**config.mk**
```make
export PLATFORM = sky130hd
export DESIGN_NAME = kb_scr_fifo_drv
export DESIGN_NICKNAME = d
export VERILOG_FILES = /design/src/rtl/kb_scr_fifo_drv.sv
export SDC_FILE = /design/constraint.sdc
export NUM_CORES = 1
export LEC_CHECK = 0
export ABC_AREA = 1
export BUFFER_PORTS_ARGS = -buffer_cell sky130_fd_sc_hd__buf_4
export CELL_PAD_IN_SITES_DETAIL_PLACEMENT = 1
export CELL_PAD_IN_SITES_GLOBAL_PLACEMENT = 1
export CORE_MARGIN = 2
export CORE_UTILIZATION = 30
export CTS_CLUSTER_SIZE = 12
export DETAILED_ROUTE_END_ITERATION = 16
export PLACE_DENSITY_LB_ADDON = 0.12
export SETUP_SLACK_MARGIN = 0.3
export SLEW_MARGIN = 0
export SYNTH_ARGS = -nofsm -noshare
export SYNTH_HDL_FRONTEND = slang
export SYNTH_SLANG_ARGS = --single-unit
```
**constraint.sdc**
```tcl
create_clock -name clk -period 2.55 [get_ports clk]
set_input_delay 0.255 -clock clk [delete_from_list [all_inputs] [get_ports clk]]
set_output_delay 0.255 -clock clk [all_outputs]
set_load 0.01 [all_outputs]
```
**src/rtl/kb_scr_fifo_drv.sv**
```systemverilog
// Keyboard/screen driver with receive and transmit FIFOs behind a four-register CPU port.
// CSR layout per channel: 5 flush (W1, reads 0), 4 ena, 3 of (W1C), 2 dba, 1 io, 0 ie.
module kb_scr_fifo_drv #(
  parameter int DW        = 8,
  parameter int KB_DEPTH  = 8,
  parameter int SCR_DEPTH = 8
) (
  input  logic          clk,
  input  logic          rst_n,
  input  logic [1:0]    reg_addr_i,
  input  logic          reg_wr_i,
  input  logic          reg_rd_i,
  input  logic [DW-1:0] reg_wdata_i,
  output logic [DW-1:0] reg_rdata_o,
  input  logic          kb_valid_i,
  input  logic [DW-1:0] kb_data_i,
  output logic          kb_ready_o,
  output logic          scr_valid_o,
  output logic [DW-1:0] scr_data_o,
  input  logic          scr_ready_i,
  output logic          irq_kb_o,
  output logic          irq_scr_o
);

  localparam int KB_AW  = $clog2(KB_DEPTH);
  localparam int KB_CW  = KB_AW + 1;
  localparam int SCR_AW = $clog2(SCR_DEPTH);
  localparam int SCR_CW = SCR_AW + 1;

  localparam logic [KB_CW-1:0]  KB_FULL_CNT  = KB_CW'(KB_DEPTH);
  localparam logic [SCR_CW-1:0] SCR_FULL_CNT = SCR_CW'(SCR_DEPTH);

  localparam logic [1:0] ADDR_KB_CSR  = 2'd0;
  localparam logic [1:0] ADDR_KB_DATA = 2'd1;
  localparam logic [1:0] ADDR_SCR_CSR = 2'd2;
  localparam logic [1:0] ADDR_SCR_DAT = 2'd3;

  localparam int BIT_IE    = 0;
  localparam int BIT_OF    = 3;
  localparam int BIT_ENA   = 4;
  localparam int BIT_FLUSH = 5;

  // Storage is intentionally left out of reset.
  logic [DW-1:0] kb_mem  [KB_DEPTH];
  logic [DW-1:0] scr_mem [SCR_DEPTH];

  logic [KB_AW-1:0]  kb_wr_ptr_reg,  kb_wr_ptr_next,  kb_rd_ptr_reg,  kb_rd_ptr_next;
  logic [KB_CW-1:0]  kb_cnt_reg,     kb_cnt_next;
  logic [SCR_AW-1:0] scr_wr_ptr_reg, scr_wr_ptr_next, scr_rd_ptr_reg, scr_rd_ptr_next;
  logic [SCR_CW-1:0] scr_cnt_reg,    scr_cnt_next;

  logic kb_ena_reg,  kb_ena_next,  kb_ie_reg,  kb_ie_next,  kb_of_reg,  kb_of_next;
  logic scr_ena_reg, scr_ena_next, scr_ie_reg, scr_ie_next, scr_of_reg, scr_of_next;
  logic [DW-1:0] reg_rdata_reg, reg_rdata_next;

  logic kb_empty, kb_full, scr_empty, scr_full;
  logic kb_dba, scr_dba;
  logic wr_kb_csr, wr_scr_csr, wr_scr_data, rd_kb_data;
  logic kb_flush, kb_push_req, kb_push, kb_pop, kb_ovf;
  logic scr_flush, scr_push_req, scr_push, scr_pop, scr_ovf;
  logic [7:0] kb_csr, scr_csr;

  assign kb_empty  = (kb_cnt_reg == '0);
  assign kb_full   = (kb_cnt_reg == KB_FULL_CNT);
  assign scr_empty = (scr_cnt_reg == '0);
  assign scr_full  = (scr_cnt_reg == SCR_FULL_CNT);
  assign kb_dba    = ~kb_empty;
  assign scr_dba   = ~scr_full;

  assign wr_kb_csr   = reg_wr_i & (reg_addr_i == ADDR_KB_CSR);
  assign wr_scr_csr  = reg_wr_i & (reg_addr_i == ADDR_SCR_CSR);
  assign wr_scr_data = reg_wr_i & (reg_addr_i == ADDR_SCR_DAT);
  assign rd_kb_data  = reg_rd_i & (reg_addr_i == ADDR_KB_DATA);

  assign kb_csr  = {3'b000, kb_ena_reg,  kb_of_reg,  kb_dba,  1'b0, kb_ie_reg};
  assign scr_csr = {3'b000, scr_ena_reg, scr_of_reg, scr_dba, 1'b1, scr_ie_reg};

  assign kb_ready_o  = kb_ena_reg;
  assign scr_valid_o = scr_ena_reg & ~scr_empty;
  assign scr_data_o  = scr_valid_o ? scr_mem[scr_rd_ptr_reg] : '0;
  assign irq_kb_o    = kb_ie_reg & (kb_dba | kb_of_reg);
  assign irq_scr_o   = scr_ie_reg & scr_ena_reg & (scr_dba | scr_of_reg);
  assign reg_rdata_o = reg_rdata_reg;

  // A push into a full FIFO survives only when a pop frees the slot in the same cycle.
  assign kb_flush    = wr_kb_csr & reg_wdata_i[BIT_FLUSH];
  assign kb_push_req = kb_valid_i & kb_ena_reg;
  assign kb_pop      = rd_kb_data & ~kb_empty;
  assign kb_push     = kb_push_req & (~kb_full | kb_pop) & ~kb_flush;
  assign kb_ovf      = kb_push_req & kb_full & ~kb_pop & ~kb_flush;

  assign scr_flush    = wr_scr_csr & reg_wdata_i[BIT_FLUSH];
  assign scr_push_req = wr_scr_data & scr_ena_reg;
  assign scr_pop      = scr_valid_o & scr_ready_i;
  assign scr_push     = scr_push_req & (~scr_full | scr_pop) & ~scr_flush;
  assign scr_ovf      = scr_push_req & scr_full & ~scr_pop & ~scr_flush;

  always_comb begin
    kb_ena_next  = kb_ena_reg;
    kb_ie_next   = kb_ie_reg;
    scr_ena_next = scr_ena_reg;
    scr_ie_next  = scr_ie_reg;
    if (wr_kb_csr) begin
      kb_ena_next = reg_wdata_i[BIT_ENA];
      kb_ie_next  = reg_wdata_i[BIT_IE];
    end
    if (wr_scr_csr) begin
      scr_ena_next = reg_wdata_i[BIT_ENA];
      scr_ie_next  = reg_wdata_i[BIT_IE];
    end
    kb_of_next  = (kb_of_reg  & ~(wr_kb_csr  & reg_wdata_i[BIT_OF])) | kb_ovf;
    scr_of_next = (scr_of_reg & ~(wr_scr_csr & reg_wdata_i[BIT_OF])) | scr_ovf;
  end

  always_comb begin
    kb_wr_ptr_next = kb_wr_ptr_reg;
    kb_rd_ptr_next = kb_rd_ptr_reg;
    kb_cnt_next    = kb_cnt_reg;
    if (kb_flush) begin
      kb_wr_ptr_next = '0;
      kb_rd_ptr_next = '0;
      kb_cnt_next    = '0;
    end else begin
      if (kb_push) kb_wr_ptr_next = kb_wr_ptr_reg + KB_AW'(1);
      if (kb_pop)  kb_rd_ptr_next = kb_rd_ptr_reg + KB_AW'(1);
      kb_cnt_next = kb_cnt_reg + KB_CW'(kb_push) - KB_CW'(kb_pop);
    end
  end

  always_comb begin
    scr_wr_ptr_next = scr_wr_ptr_reg;
    scr_rd_ptr_next = scr_rd_ptr_reg;
    scr_cnt_next    = scr_cnt_reg;
    if (scr_flush) begin
      scr_wr_ptr_next = '0;
      scr_rd_ptr_next = '0;
      scr_cnt_next    = '0;
    end else begin
      if (scr_push) scr_wr_ptr_next = scr_wr_ptr_reg + SCR_AW'(1);
      if (scr_pop)  scr_rd_ptr_next = scr_rd_ptr_reg + SCR_AW'(1);
      scr_cnt_next = scr_cnt_reg + SCR_CW'(scr_push) - SCR_CW'(scr_pop);
    end
  end

  // Reads sample pre-update state; the value holds until the next read strobe.
  always_comb begin
    reg_rdata_next = reg_rdata_reg;
    if (reg_rd_i) begin
      unique case (reg_addr_i)
        ADDR_KB_CSR:  reg_rdata_next = DW'(kb_csr);
        ADDR_KB_DATA: reg_rdata_next = kb_empty ? '0 : kb_mem[kb_rd_ptr_reg];
        ADDR_SCR_CSR: reg_rdata_next = DW'(scr_csr);
        default:      reg_rdata_next = '0;
      endcase
    end
  end

  always_ff @(posedge clk or negedge rst_n) begin
    if (!rst_n) begin
      kb_wr_ptr_reg  <= '0;
      kb_rd_ptr_reg  <= '0;
      kb_cnt_reg     <= '0;
      scr_wr_ptr_reg <= '0;
      scr_rd_ptr_reg <= '0;
      scr_cnt_reg    <= '0;
      kb_ena_reg     <= 1'b0;
      kb_ie_reg      <= 1'b0;
      kb_of_reg      <= 1'b0;
      scr_ena_reg    <= 1'b0;
      scr_ie_reg     <= 1'b0;
      scr_of_reg     <= 1'b0;
      reg_rdata_reg  <= '0;
    end else begin
      kb_wr_ptr_reg  <= kb_wr_ptr_next;
      kb_rd_ptr_reg  <= kb_rd_ptr_next;
      kb_cnt_reg     <= kb_cnt_next;
      scr_wr_ptr_reg <= scr_wr_ptr_next;
      scr_rd_ptr_reg <= scr_rd_ptr_next;
      scr_cnt_reg    <= scr_cnt_next;
      kb_ena_reg     <= kb_ena_next;
      kb_ie_reg      <= kb_ie_next;
      kb_of_reg      <= kb_of_next;
      scr_ena_reg    <= scr_ena_next;
      scr_ie_reg     <= scr_ie_next;
      scr_of_reg     <= scr_of_next;
      reg_rdata_reg  <= reg_rdata_next;
    end
  end

  always_ff @(posedge clk) begin
    if (kb_push)  kb_mem[kb_wr_ptr_reg]   <= kb_data_i;
    if (scr_push) scr_mem[scr_wr_ptr_reg] <= reg_wdata_i;
  end

endmodule

```
# Word-level counts from Yosys, hierarchy flattened
# Memories as Yosys holds them, arrays and structs flattened.
# Index checks and enable logic that the tools add are counted.
dict set report classes {
  n_reduce_logical 7
  muxes 17
  addsub 8
  n_bitwise 44
  eq_ne 5
}
# op n
set op_table {}
lappend op_table {{$and 1x1->1} 28}
lappend op_table {{$mux 3} 8}
lappend op_table {{$pmux 8 s3} 1}
lappend op_table {{$mux 8} 2}
lappend op_table {{$add 3x1->3 const B} 4}
lappend op_table {{$not 1->1} 10}
lappend op_table {{$add 4x1->4} 2}
lappend op_table {{$eq 4x4->1 const B} 2}
lappend op_table {{$logic_not 4->1} 2}
lappend op_table {{$mux 4} 2}
lappend op_table {{$reduce_bool 2->1} 4}
lappend op_table {{$sub 4x1->4} 2}
lappend op_table {{$or 1x1->1} 6}
lappend op_table {{$eq 2x2->1 const B} 2}
lappend op_table {{$mux 1} 4}
lappend op_table {{$eq 2x1->1 const B} 1}
lappend op_table {{$logic_not 2->1} 1}
dict set report word_totals {
  mem_bits_rw 128
  elab_cells 96
  out_inout_bits 20
  reg_bits 34
  mem_count 2
}
# memory words word_bits read_ports rd_clocked_by_memory_dff write_ports line
set memory_table {}
lappend memory_table {kb_mem 8 8 1 0 1 44} ;# logic [DW-1:0] kb_mem [KB_DEPTH];
lappend memory_table {scr_mem 8 8 1 0 1 45} ;# logic [DW-1:0] scr_mem [SCR_DEPTH];

# Depth between registers and ports, before layout
# Gate-level depths: netlist of run 1.
dict set report depth {
  ltp_word 10
  depth_mapped 14
  ltp_nobuf 14
}

# Least setup slack after synthesis of run 1
# OpenSTA, ideal clock, no wires.
dict set report synth_timing {
  path_kind {flip-flop to flip-flop}
  startpoint {reg kb_cnt_reg[2]}
  endpoint {reg kb_cnt_reg[2]}
  n_path_buf 0
  setup_slack_ns 0.227
  setup_ns 0.113
  period_less_slack_ns 2.323
  t_arrival_ns 2.210
  stages_incl_launch_ff 14
  required_ns 2.437
  cell_sequence {dfrtp_1 -> inv_1 -> ha_1 -> a21oi_4 -> nand2_4 -> nand3_4 -> nand2_4 -> ha_1 -> inv_1 -> ha_1 -> fa_1 -> xor2_1 -> nand2_1 -> inv_1}
}
dict set report synth_between {
  elab_chain_cells 9
}
# item line
set synth_lines {}
lappend synth_lines {{start, declared} 48} ;# logic [KB_CW-1:0] kb_cnt_reg, kb_cnt_next;
lappend synth_lines {{start signal, assigned} 176} ;# kb_cnt_reg <= kb_cnt_next;
lappend synth_lines {{$logic_not 4->1} 63} ;# assign kb_empty = (kb_cnt_reg == '0);
lappend synth_lines {{$not 1->1} 88} ;# assign kb_pop = rd_kb_data & ~kb_empty;
lappend synth_lines {{$and 1x1->1} 88}
lappend synth_lines {{$or 1x1->1} 89} ;# assign kb_push = kb_push_req & (~kb_full | kb_pop) & ~kb_flush;
lappend synth_lines {{$and 1x1->1 (2 in series)} 89}
lappend synth_lines {{$add 4x1->4} 126} ;# kb_cnt_next = kb_cnt_reg + KB_CW'(kb_push) - KB_CW'(kb_pop);
lappend synth_lines {{$sub 4x1->4 (*)} 126}
lappend synth_lines {{$mux 4 (*)} 119} ;# if (kb_flush) begin
lappend synth_lines {{named net kb_cnt_next[2]} 48}
# Mark *: on every way through the listed nets, which the timed path passes. The rest lies on a longest branch.
# A chain may end at the register's enable or synchronous reset.

# Worst setup path after layout of run 1
dict set report layout_timing {
  startpoint {reg kb_cnt_reg[3]}
  endpoint {reg kb_cnt_reg[1]}
}
# The elaborated chain is that of the path after synthesis.

==> qor.yml, run 1 <==
place:
  pre_cts_ws_ps: 138
  routabilityCongestion: 0.717
  place_inst: 1010
  portBuffers: 43
  detailed_place_hpwl_um: 12200
logic_synthesis:
  yosysSeqAreaShare: 0.662
  synth_area_leaders: "edfxtp_1, dfrtp_1, nand2_1, nor2_1, o21ai_0"
  yosys_warnings: 0
  synth_fp_nets: 688
  synth-edff-count: 128
  ys.flop_type: "edfxtp_1"
  synth_most_common_cell: "nand2_1"
  synth_commonest_cells: "nand2_1, edfxtp_1, nor2_1"
  synthCells: 646
  synth_top_area_frac: 0.542
  synth_area_leader_cell: "edfxtp_1"
  syn_area_per_cell_um2: 11.0
  synthArstFlopShare: 0.210
  yosysUniqueCellTypes: 32
  syn_area_mm2: 0.00709
  ys_ff_latch: 162
min_path:
  min_to: "kb_mem[2][6]"
  worstHoldStart: "kb_data_i[6]"
  hold_depth: 1
  min-delay-path-class: "input port to flop"
worst_setup_path:
  arrival_ps: 2530
  crit_path_end_kind: "flop"
  path_buf_inv: 3
  r2r_end: "kb_cnt_reg[1]"
  max_stage_delay_ps: 530
  reg2reg_slack_ps: 390
  reg2reg_depth: 12
  crit_path_start_kind: "flop"
  critPathKind: "flop to flop"
  path_cells: "inv_1 > ha_2 > a21oi_4 > nand2_4 > nand3_4 > nand2_4 > ha_4 > inv_2 > ha_4 > fa_2 > nand2_1 > inv_1"
  slowest_stage: "fa_2"
  cp_data_required_time_ps: 2920
  crit_fanout: 4
  crit_family: "adder cells"
  r2r-start: "kb_cnt_reg[3]"
grt:
  grt_pass1_vias: 5216
  grt_pass1_wl_um: 29500
  grt_start_max_net_pins: 35
  grt_overflow: 0
  grt_use_total: 0.160
  antenna_found_initial: 0
clock_network:
  cts_tree: "built"
  clk_path_buf_depth: 2
  ctsHtreeMaxLevel: 4
  cts_made_buffers: 17
  path_clk_slew_ps: 70
  clkSinkCount: 162
  root_buffer: "clkbuf_16"
  clk_latency_ps: 430
die:
  die_area_mm2: 0.0249
  die_x_um: 158
  row_count: 56
  io_pins: 44
  die_y_um: 158
  initial_utilization: 0.304
  core_area_mm2: 0.0233
finish:
  layout-drive-gt1-share: 0.208
  fin_cells: 1056
  fin_util: 0.371
  final_nets: 766
  diodes: 0
  synthToLayoutAreaGrowth_pct: 22.2
timing:
  rsz0062_at_grt: "yes"
  slew_violations: 0
  tns_ps: 0
  hold_viol_final: 0
  setup_violations: 0
  max_slew_margin: 0.523
  fin_ws_ps: 389
  fin_crit_sh: 0.847
  period_needed_ps: 2160
  skew_ps: 7.17
  fmax_mhz: 463
  max_slew.worst_pin.slew_ps: 716
  whs_ps: 58.0
route:
  firstDrtPassIters: 4
  postRouteAntennaNets: 0
  drtIter0Drc: 200
  wl_um: 18600
  wl_per_cell_um: 17.6
  via_count: 4899
  vias_per_cell: 4.64
  drc: 0
outcome:
  status: "finished clean"
power:
  powerDensity_mw_per_mm2: 1020
  max-vdd-ir-drop_mv: 0.407
  leakagePower_nw: 3.48
flow_run:
  drv_cap: 0
cells by family after synthesis:
logic type,Yosys count,share of synthesized area
buffers and inverters,86,0.0531
XOR/XNOR,4,0.00494
AND/OR/NAND/NOR,275,0.165
adder cells (fa/ha/maj),18,0.0339
AO/OA/AOI/OAI,101,0.0813
flip-flops,162,0.662
cell type report:
class | count | area, µm²
well taps | 319 | 399
clock inverters | 15 | 163
repair buffers | 81 | 618
inverters | 64 | 254
fillers | 2579 | 14700
flip-flops and latches | 162 | 4700
multi-input cells | 398 | 2110
clock buffers | 17 | 425
power breakdown:
part	switching, W	internal, W	total, W
registers	0.000258	0.00314	0.00340
logic	0.00178	0.00105	0.00283
clock network	0.00118	0.00140	0.00258
total	0.00322	0.00558	0.00880
placed cells by master (no fill, tap or decap), drive strengths merged:
master,synthesis,final
a211oi,1,1
a21o,2,2
a21oi,9,9
buf,21,80
bufinv,0,1
clkbuf,1,17
clkinv,3,7
clkinvlp,0,2
dfrtp,34,34
dlygate4sd3,0,1
edfxtp,128,128
fa,2,2
ha,16,16
inv,61,69
nand2,134,134
nand3,38,38
nand4,2,2
nor2,96,96
nor3,5,5
o211ai,17,17
o21ai,64,64
o22ai,8,8
xor2,4,4
metrics by stage:
step / total power [W] / area (µm²)
2_1_floorplan: 0.00521 / 7100
3_3_place_gp: 0.00607 / 7870
3_5_place_dp: 0.00616 / 7870
4_1_cts: 0.00879 / 8510
5_1_grt: 0.00944 / 8660
6_report: 0.00880 / 8660
metal layers:
layer	up-vias	part of all wire	track usage
met5	-	0	0
met4	0	0.011	0.0468
met3	13	0.021	0.0282
met2	54	0.51	0.282
met1	2484	0.45	0.200
li1	2348	-	-
worst max path at each step:
stage                         from             end  slack [ps]  cells past startpoint
floorplan            kb_cnt_reg[2]   kb_cnt_reg[2]         330                     13
global placement     kb_cnt_reg[2]   kb_cnt_reg[2]         200                     13
detailed placement   kb_cnt_reg[2]   kb_cnt_reg[2]         140                     13
CTS                 scr_cnt_reg[2]  scr_cnt_reg[2]         280                     13
global route         kb_cnt_reg[3]   kb_cnt_reg[2]         260                     13
finish               kb_cnt_reg[3]   kb_cnt_reg[1]         390                     12
what timing repair did:
action	4_1_cts	5_1_grt
buffers inserted	5	8
pin swaps	4	11
hold buffers	1	0
hold endpoints to repair	34	0
gates resized for setup	5	23
endpoints found under the setup margin	12	14
Note: power is estimated with default switching activity, not from simulation.
==> inputs of run 2 (changes only) <==
==> constraint.sdc (replaced) <==
create_clock -name clk -period 2.18 [get_ports clk]
set_input_delay 0.218 -clock clk [delete_from_list [all_inputs] [get_ports clk]]
set_output_delay 0.218 -clock clk [all_outputs]
set_load 0.01 [all_outputs]
==> qor.yml, run 2 (synthesis gave the netlist of run 1 again) <==
timing:
  fmax_mhz: 473
  rsz0062_at_grt: "yes"  # unchanged
  slew_violations: 0  # unchanged
  fin_crit_sh: 0.970
  max_slew.worst_pin.slew_ps: 505  # was 716 ps
  period_needed_ps: 2120
  hold_viol_final: 0  # unchanged
  whs_ps: 24.0  # was 58.0 ps
  setup_violations: 0  # unchanged
  skew_ps: 12.2  # was 7.17 ps
  max_slew_margin: 0.663  # was 0.523
clock_network:
  cts_tree: "built"  # unchanged
  ctsHtreeMaxLevel: 4  # unchanged
  root_buffer: "clkbuf_16"  # unchanged
  clk_latency_ps: 430  # about the same
  cts_made_buffers: 17  # unchanged
  clkSinkCount: 162  # unchanged
  clk_path_buf_depth: 2  # unchanged
  path_clk_slew_ps: 70  # about the same
worst_setup_path:
  crit_path_end_kind: "output port"  # was flop
  critPathKind: "flop to output port"  # was flop to flop
  cp_data_required_time_ps: 1960  # was 2920 ps
  arrival_ps: 1900  # was 2530 ps
  reg2reg_slack_ps: 110  # was 390 ps
  crit_fanout: 7  # was 4
  crit_path_start_kind: "flop"  # unchanged
route:
  wl_per_cell_um: 18.3  # was 17.6 µm
  wl_um: 19800  # was 18600 µm
  firstDrtPassIters: 4  # unchanged
  vias_per_cell: 4.69  # was 4.64
  via_count: 5061  # was 4899
  drtIter0Drc: 235  # was 200
  postRouteAntennaNets: 0  # unchanged
  drc: 0  # unchanged
place:
  detailed_place_hpwl_um: 12500  # was 12200 µm
  routabilityCongestion: 0.743  # was 0.717
  portBuffers: 43  # unchanged
  place_area_mm2: 0.00803  # was 0.00787 mm²
finish:
  synthToLayoutAreaGrowth_pct: 31.3  # was 22.2%
  final_nets: 790  # was 766
  layout_commonest_cell: "edfxtp_1"
  diodes: 0  # unchanged
  layout.cells.most_common_list: "edfxtp_1, nand2_1, nor2_1"  # was nand2_1, edfxtp_1, nor2_1
  layout-drive-gt1-share: 0.286  # was 0.208
  design_area_mm2: 0.00931  # was 0.00866 mm²
min_path:
  min-delay-path-class: "input port to flop"  # unchanged
die:
  die_x_um: 158  # unchanged
  core_area_mm2: 0.0233  # unchanged
  row_count: 56  # unchanged
  io_pins: 44  # unchanged
  die_y_um: 158  # unchanged
  die_area_mm2: 0.0249  # unchanged
  initial_utilization: 0.304  # unchanged
grt:
  grt_pass1_vias: 5297  # was 5216
  grt_overflow: 0  # unchanged
  antenna_found_initial: 0  # unchanged
  grt_use_total: 0.163  # was 0.160
  grt_start_max_net_pins: 35  # unchanged
  grt_pass1_wl_um: 30000  # was 29500 µm
flow_run:
  drv_cap: 0  # unchanged
outcome:
  status: "finished clean"  # unchanged
power:
  leakagePower_nw: 3.71  # was 3.48 nW
  max-vdd-ir-drop_mv: 0.498  # was 0.407 mV
  powerDensity_mw_per_mm2: 1200  # was 1020 mW/mm²
-- run 2: power breakdown --
part | switching, W | total [W] | internal [W]
clock network | 0.00133 | 0.00295 | 0.00162
registers | 0.000304 | 0.00398 | 0.00368
logic | 0.00250 | 0.00427 | 0.00177
total | 0.00413 | 0.0112 | 0.00707
-- run 2: metrics by stage --
step,std cells,setup TNS [ps],setup WS [ps],utilization,power (W)
global placement,1018,0,41.6,0.344,0.00727
floorplan,646,0,16.2,-,0.00622
global route,1080,-79.7,-34.6,0.399,0.0120
detailed placement,1018,-19.4,-19.4,0.344,0.00740
finish,1080,0,64.6,0.399,0.0112
CTS,1072,0,90.7,0.379,0.0108
-- run 2: cell type report --
cell class	count	area (µm²)
Fill cell	2530	14000
Sequential cell	162	4700
Multi-Input combinational cell	398	2400
Timing Repair Buffer	103	953
Clock buffer	18	429
Tap cell	319	399
Inverter	64	277
Clock inverter	14	144
Timing Repair inverter	2	13.8
-- run 2: worst max-delay path: stages (launching register included) --
cell      delay (ps)
dfrtp_2          560
clkinv_4         160
buf_4            200
o21ai_2          110
o22ai_1           70
nor2_1           170
nor2_1            70
buf_4            140
-- run 2: path summary, 6_finish.rpt --
kind                                    from           endpoint  cells after the start
setup / recovery           scr_rd_ptr_reg[0]      scr_data_o[2]                      7
hold / removal                reg_wdata_i[7]      scr_mem[4][7]                      1
setup reg to reg              scr_cnt_reg[3]     scr_cnt_reg[2]                     13
hold reg to reg               reg_rdata_o[5]     reg_rdata_o[5]                      2
max in group asynchronous              rst_n  scr_rd_ptr_reg[0]                      2
min in group asynchronous              rst_n   kb_wr_ptr_reg[0]                      2
-- run 2: what timing repair did --
action | CTS | global route
setup endpoints to repair | 15 | 119
buffers inserted | 19 | 4
hold buffers | 1 | 0
gates cloned | 2 | 4
hold endpoints to repair | 34 | 0
gates resized for setup | 27 | 105
pin swaps | 14 | 30
-- run 2: metal layers --
metal	vias to the layer above	share of wire	GRT usage
met5	-	0	0
li1	2408	-	-
met2	81	0.49	0.268
met1	2565	0.47	0.222
met4	0	0.0059	0.0429
met3	7	0.032	0.0318
==> inputs of run 3 (changes only) <==
--- a/config.mk
+++ b/config.mk
@@ -10,7 +10,7 @@
 export CELL_PAD_IN_SITES_DETAIL_PLACEMENT = 1
 export CELL_PAD_IN_SITES_GLOBAL_PLACEMENT = 1
 export CORE_MARGIN = 2
-export CORE_UTILIZATION = 30
+export CORE_UTILIZATION = 40
 export CTS_CLUSTER_SIZE = 12
 export DETAILED_ROUTE_END_ITERATION = 16
 export PLACE_DENSITY_LB_ADDON = 0.12
==> constraint.sdc (replaced) <==
create_clock -name clk -period 2.42 [get_ports clk]
set_input_delay 0.242 -clock clk [delete_from_list [all_inputs] [get_ports clk]]
set_output_delay 0.242 -clock clk [all_outputs]
set_load 0.01 [all_outputs]
==> qor.yml, run 3 (synthesis gave the netlist of run 1 again) <==
grt:
  grt_pass1_vias: 5278  # was 5297
  grt_use_total: 0.207  # was 0.163
  grt_pass1_wl_um: 28500  # was 30000 µm
  antenna_found_initial: 0  # unchanged
  grt_overflow: 0  # unchanged
  grt_start_max_net_pins: 35  # unchanged
power:
  p_total_w: 0.00982  # was 0.0112 W
  switching_share: 0.358  # was 0.369
  intPower_w: 0.00631  # was 0.00707 W
  powerDensity_mw_per_mm2: 1120  # was 1200 mW/mm²
  clkPwrFrac: 0.284  # was 0.263
  power_frac_comb: 0.349  # was 0.381
  p_switching_w: 0.00351  # was 0.00413 W
  leakagePower_nw: 3.56  # was 3.71 nW
  power_frac_seq: 0.367  # was 0.355
  max-vdd-ir-drop_mv: 0.592  # was 0.498 mV
worst_setup_path:
  critPathKind: "flop to flop"  # was flop to output port
  crit_fanout: 3  # was 7
  reg2reg_slack_ps: 300  # was 110 ps
  cp_data_required_time_ps: 2750  # was 1960 ps
  cpMostUsedCell: "ha_4"
  r2r-start: "scr_cnt_reg[3]"  # unchanged
  reg2reg_depth: 13  # unchanged
  r2r_end: "scr_cnt_reg[2]"  # unchanged
  path_cells: "inv_2 > ha_4 > nand3_4 > nand3_4 > nand2_4 > nand2_4 > ha_4 > inv_2 > ha_4 > fa_2 > xor2_1 > nand2_1 > inv_1"  # was clkinv_4 > buf_4 > o21ai_2 > o22ai_1 > nor2_1 > nor2_1 > buf_4
  arrival_ps: 2450  # was 1900 ps
  crit_path_start_kind: "flop"  # unchanged
  max_stage_delay_ps: 380  # was 560 ps
  slowest_stage: "dfrtp_1"  # was dfrtp_2
  crit_path_end_kind: "flop"  # was output port
  path_buf_inv: 3  # unchanged
  crit_family: "adder cells"  # was flip-flops
finish:
  synthToLayoutAreaGrowth_pct: 24.1  # was 31.3%
  diodes: 0  # unchanged
  layout_commonest_cell: "edfxtp_1"  # unchanged
  final_nets: 779  # was 790
  layout-drive-gt1-share: 0.240  # was 0.286
  num-fill-cells: 1853  # was 2530
  layout.cells.most_common_list: "edfxtp_1, nand2_1, nor2_1"  # unchanged
clock_network:
  cts_tree: "built"  # unchanged
  clk_path_buf_depth: 2  # unchanged
  clkSinkCount: 162  # unchanged
  cts_made_buffers: 17  # unchanged
  root_buffer: "clkbuf_16"  # unchanged
  ctsHtreeMaxLevel: 4  # unchanged
  clk_latency_ps: 440  # was 430 ps
  path_clk_slew_ps: 70  # about the same
route:
  vias_per_cell: 5.18  # was 4.69
  via_count: 5051  # was 5061
  postRouteAntennaNets: 0  # unchanged
  drtIter0Drc: 377  # was 235
  wl_um: 18600  # was 19800 µm
  wl_per_cell_um: 19.0  # was 18.3 µm
  firstDrtPassIters: 4  # unchanged
  drc: 0  # unchanged
timing:
  fin_ws_ps: 304  # was 64.6 ps
  rsz0062_at_grt: "yes"  # unchanged
  max_slew.worst_pin.slew_ps: 730  # was 505 ps
  period_needed_ps: 2120
  fin_crit_sh: 0.874
  tns_ps: 0  # unchanged
  max_slew_margin: 0.513  # was 0.663
  skew_ps: 9.77  # was 12.2 ps
  setup_violations: 0  # unchanged
  hold_viol_final: 0  # unchanged
  fmax_mhz: 473
  slew_violations: 0  # unchanged
  whs_ps: 30.6  # was 24.0 ps
die:
  die_x_um: 137  # was 158 µm
  row_count: 48  # was 56
  core_area_mm2: 0.0173  # was 0.0233 mm²
  initial_utilization: 0.410  # was 0.304
  io_pins: 44  # unchanged
  die_area_mm2: 0.0188  # was 0.0249 mm²
  die_y_um: 137  # was 158 µm
min_path:
  worstHoldStart: "kb_data_i[6]"  # was reg_wdata_i[7]
  min-delay-path-class: "input port to flop"  # unchanged
  min_to: "kb_mem[6][6]"  # was scr_mem[4][7]
  hold_depth: 1  # unchanged
place:
  detailed_place_hpwl_um: 12100  # was 12500 µm
  portBuffers: 43  # unchanged
  pre_cts_ws_ps: 116  # was -19.4 ps
  routabilityCongestion: 0.806  # was 0.743
flow_run:
  drv_cap: 0  # unchanged
outcome:
  status: "finished clean"  # unchanged
==> run 3: worst max path at each step <==
stage              startpoint              to  slack (ps)  cells past startpoint
2_1_floorplan   kb_cnt_reg[3]   kb_cnt_reg[2]         260                     13
3_3_place_gp   scr_cnt_reg[2]  scr_cnt_reg[2]         190                     13
3_5_place_dp   scr_cnt_reg[2]  scr_cnt_reg[2]         120                     13
4_1_cts         kb_cnt_reg[3]   kb_cnt_reg[1]         270                     12
5_1_grt        scr_cnt_reg[3]  scr_cnt_reg[2]         210                     13
6_report       scr_cnt_reg[3]  scr_cnt_reg[2]         300                     13
==> run 3: area by class of cell <==
cell class | instances | area, µm² | area share
Multi-Input combinational cell | 398 | 2210 | 0.251
Timing Repair Buffer | 91 | 731 | 0.0830
Tap cell | 225 | 282 | 0.0320
Clock inverter | 14 | 176 | 0.0201
Clock buffer | 18 | 429 | 0.0488
Inverter | 64 | 254 | 0.0289
Timing Repair inverter | 3 | 21.3 | 0.00242
Sequential cell | 162 | 4700 | 0.534
==> run 3: timing repair <==
| item | 4_1_cts | 5_1_grt |
|---|---|---|
| endpoints found under the hold margin | 34 | 0 |
| buffers inserted | 9 | 12 |
| hold buffers | 1 | 0 |
| resized for setup | 23 | 36 |
| pin swaps | 7 | 20 |
| endpoints found under the setup margin | 14 | 13 |
| cloned | 1 | 3 |
==> run 3: power by group through the flow <==
stage	sequential (W)	combinational [W]	clock, W
5_1_grt	0.00364	0.00382	0.00296
3_5_place_dp	0.00363	0.00284	0
2_1_floorplan	0.00354	0.00197	0
4_1_cts	0.00358	0.00305	0.00284
3_3_place_gp	0.00361	0.00272	0
6_report	0.00360	0.00343	0.00279
==> run 3: through the flow <==
step | instance area [µm²] | utilization | instances
floorplan | 7130 | - | 646
global placement | 7790 | 0.450 | 917
detailed placement | 7790 | 0.450 | 917
CTS | 8540 | 0.494 | 960
global route | 8800 | 0.509 | 975
finish | 8800 | 0.509 | 975
==> run 3: per-layer routing <==
| metal | global-route usage | vias up | part of all wire | routed length, µm |
|---|---|---|---|---|
| met5 | 0 | - | 0 | 0 |
| met4 | 0.0762 | 0 | 0.025 | 456 |
| met3 | 0.0467 | 33 | 0.031 | 571 |
| met2 | 0.358 | 81 | 0.52 | 9660 |
| met1 | 0.252 | 2550 | 0.42 | 7880 |
| li1 | - | 2387 | - | - |
==> run 3: worst register-to-register path, cell delays in order, from the launching register on <==
cell	delay [ps]
dfrtp_1	380
inv_2	60
ha_4	170
nand3_4	90
nand3_4	100
nand2_4	90
nand2_4	70
ha_4	260
inv_2	30
ha_4	150
fa_2	350
xor2_1	150
nand2_1	70
inv_1	40
